## config.mk

```make
export PLATFORM = sky130hd
export DESIGN_NAME = i2c_bus_arbiter
export DESIGN_NICKNAME = d
export VERILOG_FILES = /design/src/rtl/i2c_bus_arbiter.sv
export SDC_FILE = /design/constraint.sdc
export NUM_CORES = 1
export LEC_CHECK = 0
export CAP_MARGIN = 25
export CORE_ASPECT_RATIO = 1.1
export CORE_UTILIZATION = 30
export CTS_CLUSTER_DIAMETER = 120
export DETAILED_ROUTE_END_ITERATION = 8
export REMOVE_ABC_BUFFERS = 1
export SLEW_MARGIN = 10
export SYNTH_ARGS = -nofsm -noshare
export SYNTH_HDL_FRONTEND = slang
export SYNTH_SLANG_ARGS = --single-unit
```

## constraint.sdc

```tcl
create_clock -name Clk -period 4 [get_ports Clk]
set_input_delay 1.2 -clock Clk [delete_from_list [all_inputs] [get_ports Clk]]
set_output_delay 1.2 -clock Clk [all_outputs]
set_load 0.02 [all_outputs]
```

## src/rtl/i2c_bus_arbiter.sv

```systemverilog
// Round-robin arbiter and transaction sequencer sharing one I2C Master between NREQ clients.
// Latches the winner's fields, launches the master, retries errors, enforces a timeout, returns status.
module i2c_bus_arbiter #(
    parameter int NREQ      = 2,
    parameter int MAX_RETRY = 2,
    parameter int GAP_CYC   = 250,
    parameter int TIMEOUT   = 65535
) (
    input  logic                 Clk,
    input  logic                 Rst,
    input  logic [NREQ-1:0]      Req,
    input  logic [7*NREQ-1:0]    Req_adr,
    input  logic [NREQ-1:0]      Req_rw,
    input  logic [8*NREQ-1:0]    Req_pointer,
    input  logic [NREQ-1:0]      Req_setptr,
    input  logic [16*NREQ-1:0]   Req_wdata,
    output logic [NREQ-1:0]      Gnt,
    output logic [NREQ-1:0]      Done,
    output logic [1:0]           Stat,
    output logic [15:0]          Rdata,
    output logic                 Busy,
    output logic                 M_start,
    output logic                 M_rw,
    output logic                 M_set_pointer,
    output logic [6:0]           M_adr,
    output logic [7:0]           M_pointer,
    output logic [7:0]           M_data_in,
    output logic [7:0]           M_data_in2,
    input  logic                 M_ready,
    input  logic                 M_error,
    input  logic [7:0]           M_data_out1,
    input  logic [7:0]           M_data_out2
);
    localparam int IW = (NREQ > 2) ? 2 : 1;
    localparam logic [15:0] TMO_LAST = 16'(TIMEOUT - 1);
    localparam logic [15:0] GAP_LAST = 16'(GAP_CYC - 1);

    typedef enum logic [2:0] {IDLE, LAUNCH, WAIT_DONE, GAP, FINISH} state_t;

    state_t          state_q, state_d;
    logic [IW-1:0]   last_q, last_d;
    logic [NREQ-1:0] gnt_q, gnt_d, done_q, done_d;
    logic [1:0]      stat_q, stat_d;
    logic [15:0]     rdata_q, rdata_d, tmo_q, tmo_d;
    logic [7:0]      retry_q, retry_d;
    logic            busy_q;
    logic            start_q, start_d, rw_q, rw_d, sp_q, sp_d;
    logic [6:0]      adr_q, adr_d;
    logic [7:0]      ptr_q, ptr_d, din_q, din_d, din2_q, din2_d;

    logic [6:0]      adr_a  [NREQ];
    logic [7:0]      ptr_a  [NREQ];
    logic [15:0]     wd_a   [NREQ];

    for (genvar i = 0; i < NREQ; i++) begin : g_unpack
        assign adr_a[i] = Req_adr[7*i +: 7];
        assign ptr_a[i] = Req_pointer[8*i +: 8];
        assign wd_a[i]  = Req_wdata[16*i +: 16];
    end

    // Scan from farthest to nearest after last so the nearest pending requester wins.
    logic [IW-1:0] pick, cand;
    logic          pick_vld;
    always_comb begin
        pick     = last_q;
        cand     = last_q;
        pick_vld = 1'b0;
        for (int k = NREQ; k >= 1; k--) begin
            cand = IW'((int'(last_q) + k) % NREQ);
            if (Req[cand]) begin
                pick     = cand;
                pick_vld = 1'b1;
            end
        end
    end

    always_comb begin
        state_d = state_q;
        last_d  = last_q;
        gnt_d   = gnt_q;
        done_d  = '0;
        stat_d  = stat_q;
        rdata_d = rdata_q;
        tmo_d   = tmo_q + 16'd1;
        retry_d = retry_q;
        start_d = start_q;
        rw_d    = rw_q;
        sp_d    = sp_q;
        adr_d   = adr_q;
        ptr_d   = ptr_q;
        din_d   = din_q;
        din2_d  = din2_q;
        case (state_q)
            IDLE: begin
                tmo_d = '0;
                if (pick_vld) begin
                    state_d     = LAUNCH;
                    gnt_d       = '0;
                    gnt_d[pick] = 1'b1;
                    last_d      = pick;
                    retry_d     = '0;
                    start_d     = 1'b1;
                    rw_d        = Req_rw[pick];
                    sp_d        = Req_setptr[pick];
                    adr_d       = adr_a[pick];
                    ptr_d       = ptr_a[pick];
                    din_d       = wd_a[pick][7:0];
                    din2_d      = wd_a[pick][15:8];
                end
            end
            LAUNCH: begin
                // Master acknowledges start by dropping Ready.
                if (!M_ready) begin
                    state_d = WAIT_DONE;
                    start_d = 1'b0;
                    tmo_d   = '0;
                end else if (tmo_q == TMO_LAST) begin
                    state_d = FINISH;
                    start_d = 1'b0;
                    done_d  = gnt_q;
                    stat_d  = 2'b10;
                    tmo_d   = '0;
                end
            end
            WAIT_DONE: begin
                if (M_ready) begin
                    rdata_d = {M_data_out2, M_data_out1};
                    tmo_d   = '0;
                    if (M_error && (retry_q < 8'(MAX_RETRY))) begin
                        state_d = GAP;
                        retry_d = retry_q + 8'd1;
                    end else begin
                        state_d = FINISH;
                        done_d  = gnt_q;
                        stat_d  = M_error ? 2'b01 : 2'b00;
                    end
                end else if (tmo_q == TMO_LAST) begin
                    state_d = FINISH;
                    done_d  = gnt_q;
                    stat_d  = 2'b10;
                    tmo_d   = '0;
                end
            end
            GAP: begin
                if (tmo_q == GAP_LAST) begin
                    state_d = LAUNCH;
                    start_d = 1'b1;
                    tmo_d   = '0;
                end
            end
            FINISH: begin
                state_d = IDLE;
                gnt_d   = '0;
                tmo_d   = '0;
            end
            default: state_d = IDLE;
        endcase
    end

    always_ff @(posedge Clk or posedge Rst) begin
        if (Rst) begin
            state_q <= IDLE;
            last_q  <= IW'(NREQ - 1);
            gnt_q   <= '0;
            done_q  <= '0;
            stat_q  <= '0;
            rdata_q <= '0;
            tmo_q   <= '0;
            retry_q <= '0;
            busy_q  <= 1'b0;
            start_q <= 1'b0;
            rw_q    <= 1'b0;
            sp_q    <= 1'b0;
            adr_q   <= '0;
            ptr_q   <= '0;
            din_q   <= '0;
            din2_q  <= '0;
        end else begin
            state_q <= state_d;
            last_q  <= last_d;
            gnt_q   <= gnt_d;
            done_q  <= done_d;
            stat_q  <= stat_d;
            rdata_q <= rdata_d;
            tmo_q   <= tmo_d;
            retry_q <= retry_d;
            busy_q  <= (state_d != IDLE);
            start_q <= start_d;
            rw_q    <= rw_d;
            sp_q    <= sp_d;
            adr_q   <= adr_d;
            ptr_q   <= ptr_d;
            din_q   <= din_d;
            din2_q  <= din2_d;
        end
    end

    assign Gnt           = gnt_q;
    assign Done          = done_q;
    assign Stat          = stat_q;
    assign Rdata         = rdata_q;
    assign Busy          = busy_q;
    assign M_start       = start_q;
    assign M_rw          = rw_q;
    assign M_set_pointer = sp_q;
    assign M_adr         = adr_q;
    assign M_pointer     = ptr_q;
    assign M_data_in     = din_q;
    assign M_data_in2    = din2_q;
endmodule

```

-- Word level (Yosys, flattened, before mapping)
Index checks and enable logic that the tools add are counted.
- add/sub/neg operators: 4
- order comparisons: 6
- equal/unequal tests: 13
- multiplexer cells: 57
- bitwise gates (word level): 1
- reductions and logical operators: 15
- operator list (kind ; count):
    $mux 16 ; 7
    $pmux 16 s4 ; 1
    $mux 8 ; 6
    $mux 7 ; 3
    $mux 1 ; 18
    $mux 2 ; 9
    $mux 3 ; 6
    $add 16x1->16 const B ; 1
    $eq 16x16->1 const B ; 1
    $eq 16x8->1 const B ; 1
    $pmux 8 s2 ; 1
    $pmux 2 s2 ; 3
    $pmux 3 s4 ; 1
    $ne 2x2->1 const B ; 5
    $add 8x1->8 const B ; 1
    $lt 8x2->1 const B ; 1
    $reduce_and 4->1 ; 2
    $eq 3x2->1 const B ; 2
    $lt 1x2->1 const B ; 3
    $ne 3x3->1 const B ; 2
    $reduce_and 2->1 ; 3
    $reduce_bool 2->1 ; 3
    $reduce_bool 3->1 ; 2
    $eq 3x1->1 const B ; 1
    other kinds (11) ; 13
- flip-flop bits (word level): 85
- logic and storage cells: 112

-- Logic depth before layout (Yosys ltp)
Gate-level depths: netlist of run 1.
- depth in word-level cells: 11
- mapped depth: 7
- mapped depth without buffers: 6

-- Worst setup path after synthesis of run 1
No wires, ideal clock.
- path kind: input port to flip-flop
- start point: input Req[1]
- end point: register ptr_q[1] (netlist: M_pointer[1])
- library setup time: 0.135 ns
- arrival time: 2.290 ns
- required time: 3.865 ns
- slack: 1.575 ns
- stages: 5
- buffers on the path: 2
- path through: clkbuf_1 o21ai_1 buf_2 mux2i_1 o21ai_0
- word-level cells in the longest chain between the ends: 8
- elaborated cells between the ends (all ways): 13
- classes of those cells: mux (11); bitwise (1); reduce/logical (1)
- RTL lines (what ; line ; text):
    from (decl) ; 11 ; input logic [NREQ-1:0] Req,
    $mux 1 (not written as such) (2 in series) ; 70 ; if (Req[cand]) begin
    $mux 1 (2 in series) ; 70 ;
    $not 1->2 (not written as such) ; 106 ; ptr_d = ptr_a[pick];
    $mux 8 (not written as such) (3 in series) ; 106 ;
    to (signal assigned) ; 192 ; ptr_q <= ptr_d;
    to (decl) ; 49 ; logic [7:0] ptr_q, ptr_d, din_q, din_d, din2_q, din2_d;
Several ways; a longest one is shown, not always the timed one. The select of a mux whose other input is x is not followed.
A chain may end at the register's enable or synchronous reset.

-- Final worst setup path of run 1
- start point: input Req[1]
- end point: register din_q[7] (netlist: M_data_in[7])
- word-level cells in the longest chain between the ends: 8
- elaborated cells between the ends (all ways): 13
- classes of those cells: mux (11); bitwise (1); reduce/logical (1)
- RTL lines (what ; line ; text):
    $mux 1 (not written as such) (2 in series) ; 70 ;
    $mux 1 (2 in series) ; 70 ;
    $not 1->2 (not written as such) ; 107 ; din_d = wd_a[pick][7:0];
    $mux 16 (3 in series) ; n/a ;
    to (signal assigned) ; 193 ; din_q <= din_d;
    to (decl) ; 49 ;
Several ways; a longest one is shown, not always the timed one. The select of a mux whose other input is x is not followed.

==> run summary, run 1 <==
In this run the standard cell core region covers 12700 sq um. The count of cells resized by post-cts repair is 0. For the worst-skew pair, the clock arrives at the later sink with an insertion delay of 0.33 ns. The via count of the first global-routing pass came to 3273. The most used flip-flop cell after synthesis is sky130_fd_sc_hd__dfrtp_1. The final period demand of the worst path is 3.136 ns. The routed wire length is 9.620 mm. The final reports fail on DRC. A synthesized cell averages 10.86 sq um. The leakage component of the power is 2.477 nW. The number of endpoints with negative hold slack in the final report was 0. The wire length per cell after detailed routing is 14.40 um.

The data arrival time at the worst-slack endpoint is 3.31 ns. The number of nets in the layout is 598. The flip-flop and latch count after synthesis is 85.

The critical path starts at Req[1]. The number of iterations in the first detailed-routing pass is 6. The total power divided by cell area is 699.2 nW/um^2. Counting the buffers created by CTS gives 9. Counting every instance in the synthesized netlist gives 362. The required time reported for the critical path endpoint is 4.17 ns.

The fmax came out at 318.8 MHz. The remaining number of nets flagged by the antenna check after routing is 0. Entering global routing, the biggest net connects 73 pins. The area of combinational cells with multiple inputs came out at 1704 sq um. In this run the critical register-to-register path is captured at M_data_in[7].

The count of flip-flops with a built-in enable after synthesis came out at 0. The maximum fanout along the worst path came out at 24. The type of element launching the critical path is a primary input.

Setup repair after global routing left no endpoint under its margin. The number of core rows came out at 43. Once placement completed, the tool counted placed cells totaling 652. The growth of design area from synthesis to finish is 49.38%. The post-route setup TNS is 0 ns. The most critical setup path has its endpoint at M_data_in[7]. The number of max-cap violations came out at 0. Measured against its own limit, the worst slew margin works out to 32.16%. The share of the clock period used by the worst path after layout is 78.41%. The worst setup path is of the primary input to flip-flop kind. The via density per instance is 4.834. The number of antenna violations at the first check in global routing is 0. The number of post-CTS setup repair buffers came out at 0. The share of the yosys chip area belonging to registers is 54.12%. The Yosys step of the flow raised 0 warnings. The reg-to-reg critical path startpoint is state_q[1]. The count of buffers added on input and output ports is 144. The post-CTS clock slew at the launch and capture registers of the worst setup and hold paths came out at 0.06 ns. The die covers 13570 sq um. The count of unique library cells instantiated by Yosys came out at 49. The number of cells on the worst reg-to-reg path came out at 5. The H-tree depth came out at 3. The overall routing resource usage is 14.77%. The top-level port count is 145.

In the post-synthesis netlist, the biggest area contributors are sky130_fd_sc_hd__dfrtp_1 53%, sky130_fd_sc_hd__mux2i_1 8.9%, sky130_fd_sc_hd__o21ai_0 5.3%, sky130_fd_sc_hd__mux2_2 4.6%, sky130_fd_sc_hd__nand2_1 4.1%. The register cell area after layout is 2128 sq um. Summed over all nets, the half-perimeter wirelength after detailed placement is 7.133 mm. The number of sinks handled by clock tree synthesis is 85.

The flow ran to the end, but the final reports show violations. The nature of the critical path endpoint is a flip-flop. The number of antenna diodes in the final layout is 0. The slew at the pin closest to its max-slew limit came out at 1.014 ns. The sum of overflow across all layers after global routing came out at 0. The proportion of synthesized flip-flops having asynchronous set or reset is 100.0%. Setup violations remaining at the end of the flow were counted as 0. The non-filler instance count after layout is 668. The launch point of the worst hold path is M_data_in2[3]. The worst register-to-register path has a setup slack of 1.88 ns. After synthesis the cells add up to 3933 sq um.

In the routed design, unresolved DRC markers number 2. The longest clock path from root to sink contains 2 buffers. The post-cts hold buffer count is 0. The total count of max-transition violations in the final report came to 0. For this block, the initial DRC count from the detailed router was 82. The width of the chip came out at 111.2 um.

In this run the clock root is driven by a sky130_fd_sc_hd__clkbuf_16. VDD sags by at most 366.6 uV. The number of vias after detailed routing is 3229. The synthesized design devotes to its leading area cell type 53.45% of total area. The clock tree from TritonCTS is done. The die boundary height is 122.1 um.

Counting the fill cells in the layout gives 1210. The starting utilization of the core area is 30.97%. The final setup skew came out at 0.005363 ns. The worst hold path belongs to the class flip-flop to flip-flop. The final weighted congestion in routability-driven placement is 0.8290. The first-pass GRT wire length is 15.87 mm. The dominant cell type by area after synthesis is sky130_fd_sc_hd__dfrtp_1.

Cells with a size suffix above 1 make up 9.393% of the layout.
-- critical path: stages --
cell	delay, ns
sky130_fd_sc_hd__clkdlybuf4s50_1	0.59
sky130_fd_sc_hd__o21ai_4	0.86
sky130_fd_sc_hd__buf_4	0.33
sky130_fd_sc_hd__mux2i_1	0.19
sky130_fd_sc_hd__o21ai_0	0.11
-- cell families (layout without fill, tap and decap cells) --
family / Yosys count / in the layout / share of synthesized area, %
AOI/OAI and AO/OA: 84 / 84 / 12.63
xor gates and xnor gates: 12 / 12 / 2.673
adders and majority gates: 4 / 4 / 1.273
buffers and inverters: 29 / 178 / 3.118
DFF: 85 / 85 / 54.12
muxes: 51 / 51 / 13.49
and+or+nand+nor: 97 / 97 / 12.70
-- placed cells by master, fill, tap and decap left out, types with 3 or more instances in the layout --
master / synthesis / final
sky130_fd_sc_hd__a31oi_1: 3 / 3
sky130_fd_sc_hd__nor2_1: 7 / 7
sky130_fd_sc_hd__and2_1: 7 / 7
sky130_fd_sc_hd__nand2_1: 43 / 43
sky130_fd_sc_hd__a21oi_1: 19 / 19
sky130_fd_sc_hd__nor3_1: 6 / 6
sky130_fd_sc_hd__xor2_1: 4 / 4
sky130_fd_sc_hd__nand4_1: 4 / 4
sky130_fd_sc_hd__clkbuf_16: 0 / 9
sky130_fd_sc_hd__mux2_2: 16 / 16
sky130_fd_sc_hd__mux2i_1: 35 / 35
sky130_fd_sc_hd__nand3_1: 7 / 7
sky130_fd_sc_hd__o21ai_0: 42 / 42
sky130_fd_sc_hd__clkdlybuf4s50_1: 0 / 144
sky130_fd_sc_hd__nand2b_1: 3 / 3
sky130_fd_sc_hd__clkinv_2: 0 / 3
sky130_fd_sc_hd__xnor2_1: 8 / 8
sky130_fd_sc_hd__inv_1: 12 / 11
sky130_fd_sc_hd__ha_1: 4 / 4
sky130_fd_sc_hd__buf_4: 0 / 5
sky130_fd_sc_hd__nor4_1: 6 / 6
sky130_fd_sc_hd__dfrtp_1: 84 / 84
-- stage by stage --
stage / instance area, sq um / power (W) / util, % / worst slack, ns / hold WS, ns
after floorplan: 3855 / 0.002425 / - / 0.05268 / 0.4539
after global placement: 5567 / 0.003268 / 43.84 / 0.5656 / 0.4630
after detailed placement: 5574 / 0.003312 / 43.90 / 0.4780 / 0.4711
after CTS: 5874 / 0.004176 / 46.27 / 0.8241 / 0.4850
after global routing: 5874 / 0.004390 / 46.27 / 0.7125 / 0.4999
final: 5874 / 0.004108 / 46.27 / 0.8637 / 0.4774
-- per-layer routing --
metal / GRT usage (%) / vias up / routed length, um
met5: 0 / - / 0
met2: 25.20 / 100 / 4794
met3: 5.174 / 17 / 682
met4: 5.405 / 0 / 189
li1: - / 1571 / -
met1: 17.21 / 1541 / 3954
-- worst min path at each step --
stage                    endpoint  cells after the start  slack (ns)
CTS                    retry_q[0]                      1        0.48
finish              M_data_in2[3]                      2        0.48
floorplan              retry_q[7]                      1        0.45
global route           retry_q[5]                      1        0.50
detailed placement   M_pointer[2]                      2        0.47
global placement    M_data_in2[5]                      2        0.46
-- state kept, by name (all words and copies together) (netlist names), 3 cells and up --
name,flops
M_data_in2,8
M_adr,7
M_pointer,8
Rdata,16
state_q,3
retry_q,8
tmo_q,16
M_data_in,8
-- cell usage after synthesis, types with 7 or more instances --
master	n
sky130_fd_sc_hd__dfrtp_1	84
sky130_fd_sc_hd__nand2_1	43
sky130_fd_sc_hd__o21ai_0	42
sky130_fd_sc_hd__mux2i_1	35
sky130_fd_sc_hd__a21oi_1	19
sky130_fd_sc_hd__mux2_2	16
sky130_fd_sc_hd__inv_1	12
sky130_fd_sc_hd__clkbuf_1	10
sky130_fd_sc_hd__xnor2_1	8
sky130_fd_sc_hd__and2_1	7
sky130_fd_sc_hd__nand3_1	7
sky130_fd_sc_hd__nor2_1	7
-- report_power, final --
group	internal, W	leakage [nW]	switching, W
clock	0.000487	0.143	0.000352
combinational	0.000905	1.26	0.000965
sequential	0.00118	1.08	0.000220
total	0.00257	2.48	0.00154
-- final cells by class --
| type | instances | share of cell area (%) |
|---|---|---|
| clock inverter | 7 | 1.278 |
| timing repair buffer | 150 | 25.52 |
| sequential | 85 | 36.23 |
| inverter | 12 | 0.7881 |
| clock buffer | 9 | 3.834 |
| multi-input combinational | 248 | 29.01 |
| tap | 157 | 3.344 |
No activity file was read; power rests on OpenSTA's default activity.
==> run 2: changes to the inputs <==
==> constraint.sdc (replaced) <==
create_clock -name Clk -period 2.6 [get_ports Clk]
set_input_delay 0.78 -clock Clk [delete_from_list [all_inputs] [get_ports Clk]]
set_output_delay 0.78 -clock Clk [all_outputs]
set_load 0.02 [all_outputs]
==> run 2 against run 1 <==
  * The flow still finishes with violations (DRC)
  * Sequential power grew 54%
  * Clock skew is 0.0022 ns higher
  * Worst hold slack lost 0.0035 ns
  * Critical path type is now flip-flop to output port
==> run summary, run 2 (synthesized netlist as in run 1, its figures left out) <==
The run finished, with violations left. The checks that failed: DRC. The cell with the largest stage delay on the worst path is sky130_fd_sc_hd__clkdlybuf4s50_1. In this run the worst setup path terminates at Stat[1]. Summed over all nets, the half-perimeter wirelength after detailed placement is 7.086 mm. The clock tree from TritonCTS is done. The die boundary height is 122.1 um. At the pin with the least slew margin, the transition time is 0.6510 ns. The final number of setup-violating endpoints is 0. The share of the clock period used by the worst path after layout is 82.22%. The total power divided by cell area came out at 1079 nW/um^2.

Registers take 2128 sq um. The growth of design area from synthesis to finish is 52.18%. The tree is rooted in a sky130_fd_sc_hd__clkbuf_16. Setup repair after global routing left no endpoint under its margin. The worst setup slack after placement came out at 0.1745 ns. The critical path starts at Stat[1].

After the last flow step, the layout net total stands at 603. Pin placement for this block handled 145 I/O pins. The finished layout cell area is 5984 sq um. The number of core rows is 43. The category of the critical setup timing path is flip-flop to output port. The top cell types in the final layout, fill and taps aside, are 144 x sky130_fd_sc_hd__clkdlybuf4s50_1, 84 x sky130_fd_sc_hd__dfrtp_1, 43 x sky130_fd_sc_hd__nand2_1. The total count of max-transition violations in the final report is 0. The fmax came out at 467.8 MHz. After global routing the overflow that remains totals 0. The class of the tightest hold or removal check is flip-flop to flip-flop. The wire length on met2 came out at 4.616 mm. The number of iterations in the first detailed-routing pass is 6.

The final period demand of the worst path is 2.138 ns. The clock latency on the worst-skew pair is 0.34 ns. The number of endpoints with negative hold slack in the final report is 0.

Grouping stages by cell kind, the critical path spends the most delay in buffers and inverters. The worst setup path is launched from a flip-flop. The remaining number of nets flagged by the antenna check after routing is 0.

During placement, the flow inserted port buffers numbering 144. Leaving out fill and tap cells, the most frequent cell in the layout is sky130_fd_sc_hd__clkdlybuf4s50_1. 0 antenna diodes ended up in the layout. In this run the tightest slew margin relative to its limit is 56.20%. The post-route setup TNS came out at 0 ns.

The post-CTS clock slew at the launch and capture registers of the worst setup and hold paths is 0.06 ns. The number of vias after detailed routing is 3211. The number of gates resized after CTS was 0. The final setup skew is 0.007554 ns. IR analysis of the VDD net gives a maximum drop of 589.7 uV. The filler cell count in the final layout came out at 1200. The final weighted congestion in routability-driven placement is 0.8265.

The cell depth of the worst setup path is 1. Data on the critical path arrives at its endpoint at 1.36 ns. The maximum number of buffers from clock root to sink came out at 2.

The required time reported for the critical path endpoint is 1.82 ns. The number of DRC violations after detailed-routing iteration 0 came out at 87. The detailed-route DRC error count came out at 2. The number of sinks handled by clock tree synthesis is 85.

The routed wire length came out at 9.442 mm. The worst-case register-to-register setup slack is 0.66 ns. The nature of the critical path endpoint is an output port. The number of max-cap violations came out at 0.

The width of the chip came out at 111.2 um. The starting utilization of the core area came out at 30.97%. In the post-route analysis, the smallest setup slack over all paths is 0.4624 ns. The placed instances occupy a cell area of 5674 sq um. The area inside the core boundary is 12700 sq um. The biggest cell delay along the critical path came out at 0.63 ns. The leakage component of the power came out at 2.530 nW. The die footprint is 13570 sq um. The highest metal layer used by the detailed router is met4.

The critical path goes through clkdlybuf4s50_1. The fraction of layout cells with a size suffix above 1 came out at 10.27%. The H-tree depth is 3. The number of post-CTS setup repair buffers is 0. The buffering stage count on the worst path with inverters included came out at 1. The largest net degree at the start of global routing is 73. After detailed routing, the average wire length per cell comes to 14.03 um. The number of cells on the worst reg-to-reg path is 5. Wire segments on met3 add up to 564 um in the final route. The final core area utilization came out at 47.13%. The number of antenna violations at the first check in global routing came out at 0.

The via density per instance is 4.771. The worst register-to-register path ends at Done[0]. The via count of the first global-routing pass is 3236. The post-cts hold buffer count came out at 0. The length of routed wiring on met1 came out at 4.092 mm. The area of combinational cells with multiple inputs is 1704 sq um. The maximum fanout along the worst path came out at 3.

In the global route stage, overall resource usage came out at 14.48%. The first-pass GRT wire length is 15.59 mm. The number of clock buffers inserted by TritonCTS came out at 9. In this run the critical register-to-register path is launched from state_q[1].
-- run 2: how the worst min path moves through the flow --
| stage | start | to | cells past startpoint |
|---|---|---|---|
| 4_1_cts | M_pointer[0] | M_pointer[0] | 2 |
| 3_5_place_dp | M_data_in[3] | M_data_in[3] | 2 |
| 2_1_floorplan | retry_q[7] | retry_q[7] | 1 |
| 3_3_place_gp | M_pointer[3] | M_pointer[3] | 2 |
| 6_report | M_data_in[3] | M_data_in[3] | 2 |
| 5_1_grt | M_adr[6] | M_adr[6] | 2 |
-- run 2: layout make-up --
cell class / instances / area share [%]
tap: 157 / 3.282
timing repair buffer: 155 / 26.72
inverter: 12 / 0.7736
sequential: 85 / 35.56
clock buffer: 10 / 3.993
multi-input combinational: 248 / 28.48
clock inverter: 6 / 1.192
-- run 2: power breakdown --
group	leakage [nW]	total, W	internal (W)	switching, W
clock network	0.151	0.00131	0.000779	0.000536
registers	1.08	0.00216	0.00181	0.000350
logic	1.30	0.00298	0.00148	0.00149
total	2.53	0.00646	0.00408	0.00238
-- run 2: metrics by stage --
step           total power (W)  hold WS (ns)  instances
2_1_floorplan         0.003731        0.4539        345
3_3_place_gp          0.005152        0.4625        657
3_5_place_dp          0.005197        0.4696        657
4_1_cts               0.006547        0.4838        673
5_1_grt               0.006869        0.5049        673
6_report              0.006459        0.4739        673
-- run 2: layer usage --
metal,up-vias,track usage [%]
li1,1594,-
met3,14,3.682
met5,-,0
met2,94,24.77
met4,0,6.503
met1,1509,17.26
